$ cat src/rtl/core_pkg.sv
`default_nettype none
// ============================================================================
// Module      : core_pkg
// Description : Shared types and defaults for the multi-cycle core sequencer:
//               state encoding, reset constants, handshake channel structs.
// Revision    : 1.0 - initial release
// ============================================================================
package core_pkg;

  // Architectural reset values
  localparam logic [31:0] PC_RESET = 32'h8000_0000;
  localparam logic [31:0] NOP_INST = 32'h0000_0013;  // addi x0, x0, 0

  // Sequencer states, explicit 3-bit encoding
  typedef enum logic [2:0] {
    FETCH_REQ  = 3'd0,
    FETCH_WAIT = 3'd1,
    EXEC       = 3'd2,
    MEM_REQ    = 3'd3,
    MEM_WAIT   = 3'd4,
    WB         = 3'd5,
    HALT       = 3'd6
  } core_mc_state_t;

  // Instruction-fetch request channel
  typedef struct packed {
    logic valid;
    logic ready;
  } if_req_t;

  // Data-memory request channel
  typedef struct packed {
    logic valid;
    logic ready;
    logic wen;
  } dm_req_t;

  // States in which the core is blocked on a memory handshake
  function automatic logic is_hs_state(core_mc_state_t s);
    return (s == FETCH_REQ) || (s == FETCH_WAIT) ||
           (s == MEM_REQ)   || (s == MEM_WAIT);
  endfunction

endpackage
`default_nettype wire

$ cat src/rtl/hs_watchdog.sv
`default_nettype none
// ============================================================================
// Module      : hs_watchdog
// Description : Handshake watchdog. Counts enabled cycles since the last
//               clear and flags expiry on the TIMEOUT-th enabled cycle.
//               TIMEOUT = 0 disables expiry.
// Revision    : 1.0 - initial release
// ============================================================================
module hs_watchdog #(
  parameter int TIMEOUT = 0
) (
  input  logic clk,
  input  logic rst,
  input  logic i_clr,
  input  logic i_en,
  output logic o_expire
);

  // Counter never needs to hold more than TIMEOUT-1
  localparam int            CW     = (TIMEOUT > 1) ? $clog2(TIMEOUT) : 1;
  localparam logic [CW-1:0] c_LAST = CW'((TIMEOUT > 0) ? (TIMEOUT - 1) : 0);

  logic [CW-1:0] r_cnt;

  // Wait-cycle counter, cleared whenever the owner changes state
  always_ff @(posedge clk) begin
    if (rst || i_clr) begin
      r_cnt <= '0;
    end else if (i_en) begin
      r_cnt <= r_cnt + CW'(1);
    end
  end

  assign o_expire = (TIMEOUT > 0) && i_en && (r_cnt == c_LAST);

endmodule
`default_nettype wire

$ cat src/rtl/core_mc_ctrl.sv
`default_nettype none
// ============================================================================
// Module      : core_mc_ctrl
// Description : Multi-cycle core sequencer. Owns PC and instruction register,
//               drives handshaked fetch and data ports, and gates regfile
//               writes to exactly one per retired instruction.
// Revision    : 1.0 - initial release
// ============================================================================
module core_mc_ctrl #(
  parameter int          XLEN     = 32,
  parameter logic [31:0] PC_RESET = core_pkg::PC_RESET,
  parameter int          TIMEOUT  = 0,
  parameter int          CNT_W    = 64
) (
  input  logic             clk_i,
  input  logic             rst_i,
  output logic             if_req_valid_o,
  input  logic             if_req_ready_i,
  output logic [XLEN-1:0]  if_addr_o,
  input  logic             if_rsp_valid_i,
  input  logic [31:0]      if_rsp_data_i,
  output logic [XLEN-1:0]  pc_o,
  output logic [31:0]      inst_o,
  input  logic             is_load_i,
  input  logic             is_store_i,
  input  logic             wen_reg_i,
  input  logic             is_halt_i,
  input  logic             redirect_i,
  input  logic [XLEN-1:0]  redirect_pc_i,
  output logic             dm_req_valid_o,
  input  logic             dm_req_ready_i,
  output logic             dm_wen_o,
  input  logic             dm_rsp_valid_i,
  output logic             reg_wen_o,
  output logic             retire_o,
  output logic [CNT_W-1:0] instret_o,
  output logic             halt_o,
  output logic             err_o
);
  import core_pkg::*;

  core_mc_state_t  r_state, w_next;
  if_req_t         w_if;
  dm_req_t         w_dm;
  logic [XLEN-1:0] r_pc, w_next_pc;
  logic [31:0]     r_inst;
  logic [CNT_W-1:0] r_instret;
  logic            r_err, r_is_store, r_wen;
  logic            w_expire, w_misalign, w_retire, w_timeout;

  assign w_if.valid  = (r_state == FETCH_REQ);
  assign w_if.ready  = if_req_ready_i;
  assign w_dm.valid  = (r_state == MEM_REQ);
  assign w_dm.ready  = dm_req_ready_i;
  assign w_dm.wen    = r_is_store;

  assign w_next_pc  = redirect_i ? redirect_pc_i : (r_pc + XLEN'(4));
  assign w_misalign = |w_next_pc[1:0];
  assign w_retire   = (r_state == WB) || ((r_state == EXEC) && is_halt_i);
  // In a handshake state the only route to HALT is watchdog expiry
  assign w_timeout  = is_hs_state(r_state) && (w_next == HALT);

  hs_watchdog #(.TIMEOUT(TIMEOUT)) u_wdog (
    .clk      (clk_i),
    .rst      (rst_i),
    .i_clr    (w_next != r_state),
    .i_en     (is_hs_state(r_state)),
    .o_expire (w_expire)
  );

  // State register
  always_ff @(posedge clk_i) begin
    if (rst_i) r_state <= FETCH_REQ;
    else       r_state <= w_next;
  end

  // Next-state logic; a completing handshake takes priority over expiry
  always_comb begin
    w_next = r_state;
    case (r_state)
      FETCH_REQ:  if (if_req_ready_i)      w_next = FETCH_WAIT;
                  else if (w_expire)       w_next = HALT;
      FETCH_WAIT: if (if_rsp_valid_i)      w_next = EXEC;
                  else if (w_expire)       w_next = HALT;
      EXEC:       if (is_halt_i)           w_next = HALT;
                  else if (is_load_i || is_store_i) w_next = MEM_REQ;
                  else                     w_next = WB;
      MEM_REQ:    if (dm_req_ready_i)      w_next = MEM_WAIT;
                  else if (w_expire)       w_next = HALT;
      MEM_WAIT:   if (dm_rsp_valid_i)      w_next = WB;
                  else if (w_expire)       w_next = HALT;
      WB:         w_next = w_misalign ? HALT : FETCH_REQ;
      HALT:       w_next = HALT;
      default:    w_next = FETCH_REQ;
    endcase
  end

  // Output decode from state; every strobe and flag is held low during reset
  always_comb begin
    if_req_valid_o = 1'b0;
    dm_req_valid_o = 1'b0;
    dm_wen_o       = 1'b0;
    reg_wen_o      = 1'b0;
    retire_o       = 1'b0;
    halt_o         = 1'b0;
    if (!rst_i) begin
      if_req_valid_o = w_if.valid;
      dm_req_valid_o = w_dm.valid;
      dm_wen_o       = w_dm.valid && w_dm.wen;
      reg_wen_o      = (r_state == WB) && r_wen;
      retire_o       = w_retire;
      halt_o         = (r_state == HALT);
    end
  end

  // PC, instruction register, latched decode flags, retire counter, error flag
  always_ff @(posedge clk_i) begin
    if (rst_i) begin
      r_pc       <= XLEN'(PC_RESET);
      r_inst     <= NOP_INST;
      r_instret  <= '0;
      r_err      <= 1'b0;
      r_is_store <= 1'b0;
      r_wen      <= 1'b0;
    end else begin
      if ((r_state == FETCH_WAIT) && if_rsp_valid_i) r_inst <= if_rsp_data_i;
      if (r_state == EXEC) begin
        r_is_store <= is_store_i;
        r_wen      <= wen_reg_i && !is_store_i;
      end
      if ((r_state == WB) && !w_misalign) r_pc <= w_next_pc;
      if (w_retire) r_instret <= r_instret + CNT_W'(1);
      if (w_timeout || ((r_state == WB) && w_misalign)) r_err <= 1'b1;
    end
  end

  assign if_addr_o = r_pc;
  assign pc_o      = r_pc;
  assign inst_o    = r_inst;
  assign instret_o = r_instret;
  assign err_o     = r_err && !rst_i;

endmodule
`default_nettype wire

$ cat config.mk
export PLATFORM = sky130hd
export DESIGN_NAME = core_mc_ctrl
export DESIGN_NICKNAME = d
export VERILOG_FILES = /design/src/rtl/core_pkg.sv /design/src/rtl/hs_watchdog.sv /design/src/rtl/core_mc_ctrl.sv
export SDC_FILE = /design/constraint.sdc
export NUM_CORES = 1
export LEC_CHECK = 0
export CAP_MARGIN = 10
export CORE_MARGIN = 2
export CORE_UTILIZATION = 51
export CTS_BUF_LIST = sky130_fd_sc_hd__clkbuf_4 sky130_fd_sc_hd__clkbuf_8
export DETAILED_ROUTE_END_ITERATION = 10
export PLACE_DENSITY = 0.89
export SLEW_MARGIN = 20
export SYNTH_ARGS = -nofsm -noshare
export SYNTH_HDL_FRONTEND = slang
export SYNTH_SLANG_ARGS = --single-unit
$ cat constraint.sdc
create_clock -name clk_i -period 4.25 [get_ports clk_i]
set_input_delay 0.425 -clock clk_i [delete_from_list [all_inputs] [get_ports clk_i]]
set_output_delay 0.425 -clock clk_i [all_outputs]
set_load 0.005 [all_outputs]
==> results.sh <==
export IMPL_worstReg2RegStart="r_state[2]"
export IMPL_finish_net_count=1140
export IMPL_chipHeight_um=120.4
export IMPL_synthToLayoutAreaGrowth_pct=37.73
export IMPL_design_area_um2=9518
export IMPL_grt_met1_usage=0.3593
export IMPL_port_buffers=241
export IMPL_final_hold_violation_count=0
export IMPL_initial_utilization=0.5218
export IMPL_synthTopCellsByArea="dfxtp_1 (39%), a21oi_1 (7.1%), nand2_1 (7.1%)"
export IMPL_p_leak_nw=3.035
export IMPL_synthDominantCellAreaShare=0.3882
export IMPL_critical_path_launch_point_type="register"
export IMPL_post_cts_setup_buffers=0
export IMPL_synth_enable_flop_cells=0
export IMPL_num_cts_buffers=17
export IMPL_timing_hold_worst_class="register to register"
export IMPL_grt_busiest_layer="met2"
export IMPL_synth_area_um2=6910
export IMPL_power_density_nw_per_um2=280.9
export IMPL_finalCritPeriodShare=0.6719
export IMPL_synth_async_reset_ratio=0
export IMPL_achievable_frequency_ghz=0.3502
export IMPL_top_level_ports=242
export IMPL_cts_tree="done"
export IMPL_cp_required_ns=3.83
export IMPL_hold_path_startpoint="r_err"
export IMPL_via_count_of_the_first_global_routing_pass=6750
export IMPL_vias_per_cell=5.908
export IMPL_postCtsHoldBufs=0
export IMPL_globalRouteMet2Util=0.4569
export IMPL_synth_top_flop_cell="dfxtp_1"
export IMPL_detail_route_antenna_nets=0
export IMPL_max_cap_violations=0
export IMPL_root_buffer_cell="clkbuf_8"
export IMPL_nFillCells=1078
export IMPL_dieArea_um2=14500
export IMPL_mappedNetlistNets=961
export IMPL_grt_ovfl_total=0
export IMPL_synthDistinctLibCells=60
export IMPL_worst_path_max_fanout=20
export IMPL_ys_seq_area_frac=0.3882
export IMPL_clock_tree_htree_level_count=4
export IMPL_cts_resized=0
export IMPL_cts_clk_slew_worst_paths_ns=0.08
export IMPL_number_of_standard_cell_rows_in_the_floorplan=42
export IMPL_dpl_instance_area_um2=9128
export IMPL_grt_start_max_net_pins=74
export IMPL_synth_seq_cells=134
export IMPL_post_route_cells_drive_above_1_share=0.05395
export IMPL_tritoncts_num_sinks=134
export IMPL_wire_per_inst_um=16.60
export IMPL_ir_drop_mv=0.2774
export IMPL_synth_top_cell_by_area="dfxtp_1"
export IMPL_gpl_wtd_cong=0.9028
export IMPL_worstSetupEndpointType="output port"
export IMPL_global_route_usage_total=0.2826
export IMPL_dr_total_vias=7391
export IMPL_diodes=0
export IMPL_grt_first_pass_wirelength_mm=33.28
export IMPL_rsz_0062_raised_after_global_routing="no"
export IMPL_clock_skew_final_ns=0.01457
export IMPL_finalSetupTns_ns=0
export IMPL_final_setup_violations=0
export IMPL_drc=0
export IMPL_critical_path_startpoint="r_state[2]"
export IMPL_use_met3=0.08160
export IMPL_firstDrtPassIters=5
export IMPL_die_w_um=120.4
export IMPL_clock_insertion_delay_worst_skew_ns=0.45
export IMPL_report_final_slew_viol_count=0
export IMPL_core_area_um2=13240
export IMPL_post_dp_hpwl_mm=14.75
export IMPL_ys_warn_count=0
export IMPL_kind_of_critical_path="register to output port"
export IMPL_synth_cells=884
export IMPL_status="finished clean"
export IMPL_syn_avg_cell_area_um2=7.817
export IMPL_totalWireLength_mm=20.77
export IMPL_worst_pin_slew_ns=0.7921
export IMPL_period_minus_slack_ns=2.856
export IMPL_totalPowerFinal_mw=2.674
export IMPL_relSlewSlack=0.4719
export IMPL_clock_tree_buffer_depth=2
export IMPL_critical_path_arrival_ns=2.43
export IMPL_drt_iter0_drc=746
export IMPL_initial_antenna_violation_count=0
per-stage QoR:
step	cells	util	hold WS (ns)	setup slack, ns
after floorplan	884	-	0.4319	2.112
after global placement	1220	0.6892	0.4405	1.454
after detailed placement	1220	0.6892	0.4465	1.406
after CTS	1251	0.7187	0.4560	1.365
after global routing	1251	0.7187	0.4748	1.227
final	1251	0.7187	0.4544	1.394
sequential cells by signal (all words and copies together), names as in the netlist:
| signal | count |
|---|---|
| r_err | 1 |
| r_is_store | 1 |
| r_state | 3 |
| inst_o | 32 |
| if_addr_o | 32 |
| instret_o | 64 |
| r_wen | 1 |
worst paths after layout:
| kind | endpoint | cells past startpoint | slack [ns] |
|---|---|---|---|
| setup / recovery | retire_o | 4 | 1.39 |
| hold / removal | r_err | 2 | 0.45 |
| setup reg to reg | instret_o[54] | 5 | 1.46 |
| hold reg to reg | r_err | 2 | 0.45 |
critical path: stages, from the launching register on:
cell	delay, ns
dfxtp_1	0.71
and3b_1	0.43
nor2_1	0.16
nor2_1	0.15
clkdlybuf4s50_1	0.52
cells in the mapped netlist, types with 22 or more instances:
cell type	count
nand4_1	31
o21ai_0	45
buf_4	32
a21oi_1	98
nor2_1	62
or4_1	26
o31ai_1	22
clkbuf_1	40
dfxtp_1	134
or3_1	26
nand2_1	130
nand3_1	37
cell families (layout without fill, tap and decap cells):
logic type,Yosys count,count (layout),synth area share
simple gates,402,402,0.3089
compound gates,216,216,0.1831
flops,134,134,0.3882
buf+inv,101,292,0.07641
xor+xnor,24,24,0.03042
mux,5,5,0.009415
fa+ha+maj,2,2,0.003621
metal layers:
metal / share of wire / routed length (um) / vias to the layer above
li1: - / - / 3546
met1: 0.42 / 8745 / 3493
met2: 0.47 / 9728 / 308
met3: 0.085 / 1756 / 44
met4: 0.026 / 542 / 0
met5: 0 / 0 / -
placed cells by master, fill, tap and decap left out, types with 3 or more instances in the layout:
cell type	count
o31ai_1	22
and4_1	14
dfxtp_1	134
buf_4	8
o22ai_1	3
nor4_1	9
nand3b_1	4
and3_1	19
or4_1	26
nand4bb_1	3
a21o_1	4
a21oi_1	98
or3_1	26
nor3_1	15
o211ai_1	7
clkinvlp_4	3
and2_1	5
clkdlybuf4s50_1	239
nor3b_1	4
clkbuf_8	19
a31oi_1	15
xor2_1	15
nand3_1	37
nor2_1	62
o21ai_0	44
nand2_1	130
clkinv_2	4
o21a_1	3
a211oi_1	5
nand4_1	31
xnor2_1	9
inv_1	12
or2_2	3
power by group:
part | switching (mW) | internal [mW] | total, mW
sequential | 0.0358 | 1.29 | 1.32
combinational | 0.127 | 0.162 | 0.289
clock | 0.516 | 0.547 | 1.06
total | 0.679 | 1.99 | 2.67
layout make-up:
type                            count  area [um^2]  share of cell area
Clock buffer                       19        261.5             0.02747
Clock inverter                     12        128.9             0.01354
Timing Repair Buffer              248         2457              0.2582
Multi-Input combinational cell    649         3719              0.3907
Tap cell                          176        220.2             0.02314
Sequential cell                   134         2683              0.2818
Inverter                           13        48.80            0.005127
Note: power is estimated with default switching activity, not from simulation.
